## config.mk

```make
export PLATFORM = sky130hd
export DESIGN_NAME = ps2_rx_ctrl_flat
export DESIGN_NICKNAME = d
export VERILOG_FILES = /design/src/rtl/ps2_rx_ctrl_if.sv /design/src/rtl/ps2_rx_ctrl.sv /design/src/flat_wrapper.sv
export SDC_FILE = /design/constraint.sdc
export NUM_CORES = 1
export LEC_CHECK = 0
export ABC_AREA = 1
export CAP_MARGIN = 20
export CORE_ASPECT_RATIO = 0.5
export CORE_UTILIZATION = 50
export CTS_CLUSTER_SIZE = 40
export DETAILED_ROUTE_END_ITERATION = 10
export GPL_ROUTABILITY_DRIVEN = 0
export PLACE_DENSITY = 0.8
export SYNTH_ARGS = -nofsm -noshare
export SYNTH_HDL_FRONTEND = slang
export SYNTH_SLANG_ARGS = --single-unit
```

## constraint.sdc

```tcl
create_clock -name CLK -period 4.9 [get_ports CLK]
set_clock_uncertainty 0.05 [all_clocks]
set_input_delay 0.98 -clock CLK [delete_from_list [all_inputs] [get_ports CLK]]
set_output_delay 0.98 -clock CLK [all_outputs]
set_load 0.005 [all_outputs]
```

## src/rtl/ps2_rx_ctrl_if.sv

```systemverilog
// Scan-code handoff bundle between the PS/2 receive controller and its consumer.
// The controller drives the code, status and error fields; the consumer returns CODE_ACK.
interface ps2_rx_ctrl_if;
    logic [7:0] CODE;
    logic       NEW_CODE;
    logic       CODE_ACK;
    logic       ERR;
    logic [1:0] ERR_CODE;
    logic       OVERRUN;
    logic       BUSY;

    modport master (
        output CODE, NEW_CODE, ERR, ERR_CODE, OVERRUN, BUSY,
        input  CODE_ACK
    );

    modport slave (
        input  CODE, NEW_CODE, ERR, ERR_CODE, OVERRUN, BUSY,
        output CODE_ACK
    );
endinterface

```

## src/rtl/ps2_rx_ctrl.sv

```systemverilog
// PS/2 receive sequencer: synchronises and deglitches SCLK/SDATA, captures 11-bit frames,
// validates start/parity/stop, watches for stalled frames and hands codes over valid/ack.
//
//   state | meaning
//   IDLE  | waiting for a start bit (strobe with SDATA=0)
//   RECV  | shifting data, parity and stop bits; timeout watchdog armed
//   CHECK | one-cycle validation of the captured frame
module ps2_rx_ctrl #(
    parameter int TIMEOUT_CYC = 5000,
    parameter int FILTER_LEN  = 4,
    parameter int CNT_W       = 13
) (
    input  logic CLK,
    input  logic RST,
    input  logic SCLK,
    input  logic SDATA,
    ps2_rx_ctrl_if.master rx
);

    localparam int FW = (FILTER_LEN > 2) ? $clog2(FILTER_LEN) : 1;
    localparam logic [FW-1:0]    FILT_LAST = FW'(FILTER_LEN - 1);
    localparam logic [CNT_W-1:0] TMO_LIMIT = CNT_W'(TIMEOUT_CYC);

    typedef enum logic [1:0] {IDLE, RECV, CHECK} state_t;

    state_t state, state_nxt;

    logic          sclk_s1, sclk_s2, sdata_s1, sdata_s2;
    logic          sclk_filt, strobe;
    logic [FW-1:0] filt_cnt;

    logic [3:0]       bit_cnt;
    logic [9:0]       shreg;
    logic [CNT_W-1:0] tmo_cnt;

    logic       err_set, frame_good;
    logic [1:0] err_cause;

    logic [7:0] code_q;
    logic       new_code_q, err_q, overrun_q;
    logic [1:0] err_code_q;
    logic       ack_take;

    // Strobe is registered alongside the filtered level, so it is high on the
    // first cycle the filtered SCLK reads low.
    always_ff @(posedge CLK) begin
        if (RST) begin
            sclk_s1   <= 1'b1;
            sclk_s2   <= 1'b1;
            sdata_s1  <= 1'b1;
            sdata_s2  <= 1'b1;
            sclk_filt <= 1'b1;
            filt_cnt  <= '0;
            strobe    <= 1'b0;
        end else begin
            sclk_s1  <= SCLK;
            sclk_s2  <= sclk_s1;
            sdata_s1 <= SDATA;
            sdata_s2 <= sdata_s1;
            strobe   <= 1'b0;
            if (sclk_s2 != sclk_filt) begin
                if (filt_cnt == FILT_LAST) begin
                    sclk_filt <= sclk_s2;
                    filt_cnt  <= '0;
                    strobe    <= sclk_filt;
                end else begin
                    filt_cnt <= filt_cnt + 1'b1;
                end
            end else begin
                filt_cnt <= '0;
            end
        end
    end

    always_ff @(posedge CLK) begin
        if (RST) state <= IDLE;
        else     state <= state_nxt;
    end

    always_comb begin
        state_nxt  = state;
        err_set    = 1'b0;
        err_cause  = 2'b00;
        frame_good = 1'b0;
        case (state)
            IDLE: begin
                if (strobe && !sdata_s2) state_nxt = RECV;
            end
            RECV: begin
                if (strobe) begin
                    if (bit_cnt == 4'd10) state_nxt = CHECK;
                end else if (tmo_cnt == TMO_LIMIT) begin
                    state_nxt = IDLE;
                    err_set   = 1'b1;
                    err_cause = 2'b11;
                end
            end
            CHECK: begin
                state_nxt = IDLE;
                if (!shreg[9]) begin
                    err_set   = 1'b1;
                    err_cause = 2'b01;
                end else if (!(^shreg[8:0])) begin
                    err_set   = 1'b1;
                    err_cause = 2'b10;
                end else begin
                    frame_good = 1'b1;
                end
            end
            default: state_nxt = IDLE;
        endcase
    end

    // shreg fills from the top: after ten shifts [7:0]=data, [8]=parity, [9]=stop.
    always_ff @(posedge CLK) begin
        if (RST) begin
            bit_cnt <= '0;
            shreg   <= '0;
            tmo_cnt <= '0;
        end else begin
            case (state)
                IDLE: begin
                    tmo_cnt <= '0;
                    shreg   <= '0;
                    bit_cnt <= (strobe && !sdata_s2) ? 4'd1 : 4'd0;
                end
                RECV: begin
                    if (strobe) begin
                        shreg   <= {sdata_s2, shreg[9:1]};
                        bit_cnt <= bit_cnt + 4'd1;
                        tmo_cnt <= '0;
                    end else begin
                        tmo_cnt <= tmo_cnt + 1'b1;
                    end
                end
                default: begin
                    bit_cnt <= '0;
                    tmo_cnt <= '0;
                end
            endcase
        end
    end

    assign ack_take = new_code_q && rx.CODE_ACK;

    always_ff @(posedge CLK) begin
        if (RST) begin
            code_q     <= '0;
            new_code_q <= 1'b0;
            err_q      <= 1'b0;
            err_code_q <= 2'b00;
            overrun_q  <= 1'b0;
        end else begin
            err_q <= err_set;
            if (err_set) err_code_q <= err_cause;
            if (frame_good) begin
                if (!new_code_q || ack_take) begin
                    code_q     <= shreg[7:0];
                    new_code_q <= 1'b1;
                end else begin
                    overrun_q <= 1'b1;
                end
            end else if (ack_take) begin
                new_code_q <= 1'b0;
                overrun_q  <= 1'b0;
            end
        end
    end

    assign rx.CODE     = code_q;
    assign rx.NEW_CODE = new_code_q;
    assign rx.ERR      = err_q;
    assign rx.ERR_CODE = err_code_q;
    assign rx.OVERRUN  = overrun_q;
    assign rx.BUSY     = (state != IDLE);

endmodule
```

## src/flat_wrapper.sv

```systemverilog
// flat-port wrapper written by rule: the top's interface ports become plain ports
module ps2_rx_ctrl_flat 
#(
    parameter int TIMEOUT_CYC = 5000,
    parameter int FILTER_LEN  = 4,
    parameter int CNT_W       = 13
)
  (CLK, RST, SCLK, SDATA, rx_CODE, rx_NEW_CODE, rx_ERR, rx_ERR_CODE, rx_OVERRUN, rx_BUSY, rx_CODE_ACK);
  ps2_rx_ctrl_if rx_i ();
  input  logic CLK;
  input  logic RST;
  input  logic SCLK;
  input  logic SDATA;
  output wire logic [$bits(rx_i.CODE)-1:0] rx_CODE;
  output wire logic [$bits(rx_i.NEW_CODE)-1:0] rx_NEW_CODE;
  output wire logic [$bits(rx_i.ERR)-1:0] rx_ERR;
  output wire logic [$bits(rx_i.ERR_CODE)-1:0] rx_ERR_CODE;
  output wire logic [$bits(rx_i.OVERRUN)-1:0] rx_OVERRUN;
  output wire logic [$bits(rx_i.BUSY)-1:0] rx_BUSY;
  input wire logic [$bits(rx_i.CODE_ACK)-1:0] rx_CODE_ACK;
  assign rx_CODE = rx_i.CODE;
  assign rx_NEW_CODE = rx_i.NEW_CODE;
  assign rx_ERR = rx_i.ERR;
  assign rx_ERR_CODE = rx_i.ERR_CODE;
  assign rx_OVERRUN = rx_i.OVERRUN;
  assign rx_BUSY = rx_i.BUSY;
  assign rx_i.CODE_ACK = rx_CODE_ACK;
  ps2_rx_ctrl #(.TIMEOUT_CYC(TIMEOUT_CYC), .FILTER_LEN(FILTER_LEN), .CNT_W(CNT_W)) u_core (.CLK(CLK), .RST(RST), .SCLK(SCLK), .SDATA(SDATA), .rx(rx_i));
endmodule
```

==> impl_metrics.toml <==
[run_status]
status = "complete, but fails checks"
violations = "design-rule violations"

[detailed_routing]
dr.pass1.iters = 7
top_layer_used = "met4"
wirelength_um = 4370
wire_per_inst_um = 11.2
drt_iter0_drc = 63
drt-met1-wl_um = 2080
met3WireLength_um = 103
via_per_inst = 4.92
ant_nets = 0
num_vias = 1918
post-route-drc-count = 1
dr_wl_met2_um = 2160

[floorplan]
die_w_um = 98.4
rows = 17
num_io_pins = 19
core_area_um2 = 4420
start_util = 0.525
die_h_um = 50.2
die_area_um2 = 4940

[worst_setup_path]
cp-end-kind = "register"
path_buf_inv = 3
crit_family = "buffers and inverters"
cp_cell_sequence = "clkdlybuf4s50_1 -> nor2_1 -> inv_1 -> nor2_1 -> inv_1 -> nor3b_1"
worstSetupPathType = "in -> reg"
critPathRequiredTime_ps = 5070
cpPeakStageDelay_ps = 760
start_kind = "input pin"
slowest_stage = "clkdlybuf4s50_1"
arrival_ps = 2920
cp_max_fo = 19

[power_and_ir_drop]
leakage_nw = 1.02
ir_worst_vdd_mv = 0.164
power.density_nw_per_um2 = 328

[layout]
fillers = 411
finalNetCount = 345
fin_area_um2 = 2650
final_util = 0.598
area_delta_synth_final_pct = 13.9
num_antenna_cells = 0
layout-drive-gt1-share = 0.0901

[sta]
rsz0062_at_grt = "false"
period_share = 0.561
drv_slew = 0
whs_ps = 375
worst_pin_slew_ps = 870
fmax_mhz = 364
tns_ps = 0
worst_slack_ps = 2150
post-route-min-period_ps = 2750
finalHoldViolCount = 0
setup_viol = 0
slew_headroom = 0.418

[grt]
grt_pass1_wl_um = 7690
grt_max_degree = 20
grt_pass1_vias = 1840
overflow = 0
antenna_found_initial = 0
track_usage = 0.196

[placed_design]
placed_cell_area_um2 = 2540
portBuffers = 18
dp.final_hpwl_um = 3230
place_ws_ps = 1860

[synthesis]
synth_top_area_frac = 0.431
async_flop_share = 0
synth.net_count = 326
yosysMostFrequentCell = "inv_1"
synthFlopType = "dfxtp_1"
synth.largest_area_cell = "dfxtp_1"
synth_edf_count = 0
synth.avg_cell_area_um2 = 7.43
synthCells = 313
netlist_top_cells_area = "dfxtp_1, inv_1, nor2_1"
syn_area_um2 = 2320
yosys-top-cells-count = "inv_1, dfxtp_1, nor2_1"
ys_seq_elements = 50
yosysSeqAreaShare = 0.431
yosysWarnings = 0
ys_types = 31

[clocking]
tritoncts = "done"
htreeDepth = 2
post_cts_resize_count = 0
clkTransAtPathRegs_ps = 90
clk_path_buf_depth = 2
clkSinkCount = 50
root_buffer = "clkbuf_8"
clk_latency_ps = 300
cts_setup_buffers = 0
ctsHoldBuffers = 0
numCtsBuffers = 5

[worst_hold_path]
hp-class = "reg -> reg"

[flow_run]
cap_viol_max_count = 0
[routing by layer]
layer  global-route usage  vias to the layer above
met3               0.0613                        4
met4               0.0547                        0
li1                     -                     1027
met1                0.214                      863
met5                    0                        -
met2                0.373                       24
[final timing paths]
kind                                 startpoint  cells past startpoint                 to  slack (ps)
worst min-delay path             u_core.sclk_s1                      1     u_core.sclk_s2         370
worst max-delay path                        RST                      6  u_core.tmo_cnt[2]        2150
worst min register to register   u_core.sclk_s1                      1     u_core.sclk_s2         370
worst max register to register  u_core.state[1]                      7    u_core.shreg[7]        2990
[cell families after synthesis]
group | after synthesis | share of synthesized area
DFF | 50 | 0.431
adders and majority gates | 8 | 0.0431
and+or+nand+nor | 145 | 0.293
xor gates and xnor gates | 5 | 0.0188
AOI/OAI and AO/OA | 46 | 0.112
buffers and inverters | 59 | 0.102
[cell usage in the layout, fill, tap and decap left out, types with 2 or more instances in the layout]
cell type | synthesis | final
nand2_1 | 49 | 49
clkdlybuf4s50_1 | 0 | 18
o21ai_1 | 7 | 7
inv_2 | 2 | 2
nand3_1 | 12 | 12
nand2_2 | 6 | 6
nand3_2 | 2 | 2
or2_2 | 4 | 4
inv_1 | 51 | 51
nor2_2 | 2 | 2
o21ai_0 | 10 | 10
o22ai_1 | 11 | 11
nand4_1 | 2 | 2
nor3_1 | 12 | 12
nor2_1 | 50 | 50
ha_1 | 8 | 8
clkbuf_8 | 0 | 5
o21ai_2 | 2 | 2
xnor2_1 | 2 | 2
xor2_1 | 3 | 3
dfxtp_1 | 50 | 50
a21oi_1 | 13 | 13
[layout make-up]
type                       count  area [um2]  area share
clock buffer                   6        72.6      0.0274
clock inverter                 2        37.5      0.0142
inverter                      53         199      0.0751
multi-input combinational    204        1090       0.410
sequential                    50        1000       0.378
tap                           57        71.3      0.0269
timing repair buffer          18         180      0.0681
[sequential cells by signal (all words and copies together), names as in the netlist]
name	count
u_core.state	2
u_core.sdata_s1	1
u_core.shreg	10
u_core.rx.NEW_CODE	1
u_core.tmo_cnt	13
u_core.strobe	1
u_core.rx.CODE	8
u_core.rx.ERR_CODE	2
u_core.rx.ERR	1
u_core.sdata_s2	1
u_core.filt_cnt	2
u_core.bit_cnt	4
u_core.sclk_s1	1
u_core.sclk_filt	1
u_core.sclk_s2	1
u_core.rx.OVERRUN	1
[power breakdown]
part           internal, mW  switching, mW  leakage, nW
Combinational        0.0569         0.0881        0.563
Sequential            0.424         0.0109        0.404
Clock                 0.152          0.135       0.0514
[stage by stage]
| stage | std cells | power [mW] |
|---|---|---|
| finish | 390 | 0.868 |
| global route | 390 | 0.913 |
| CTS | 390 | 0.871 |
| detailed placement | 382 | 0.585 |
| global placement | 382 | 0.576 |
| floorplan | 313 | 0.535 |
Note: power is estimated with default switching activity, not from simulation.
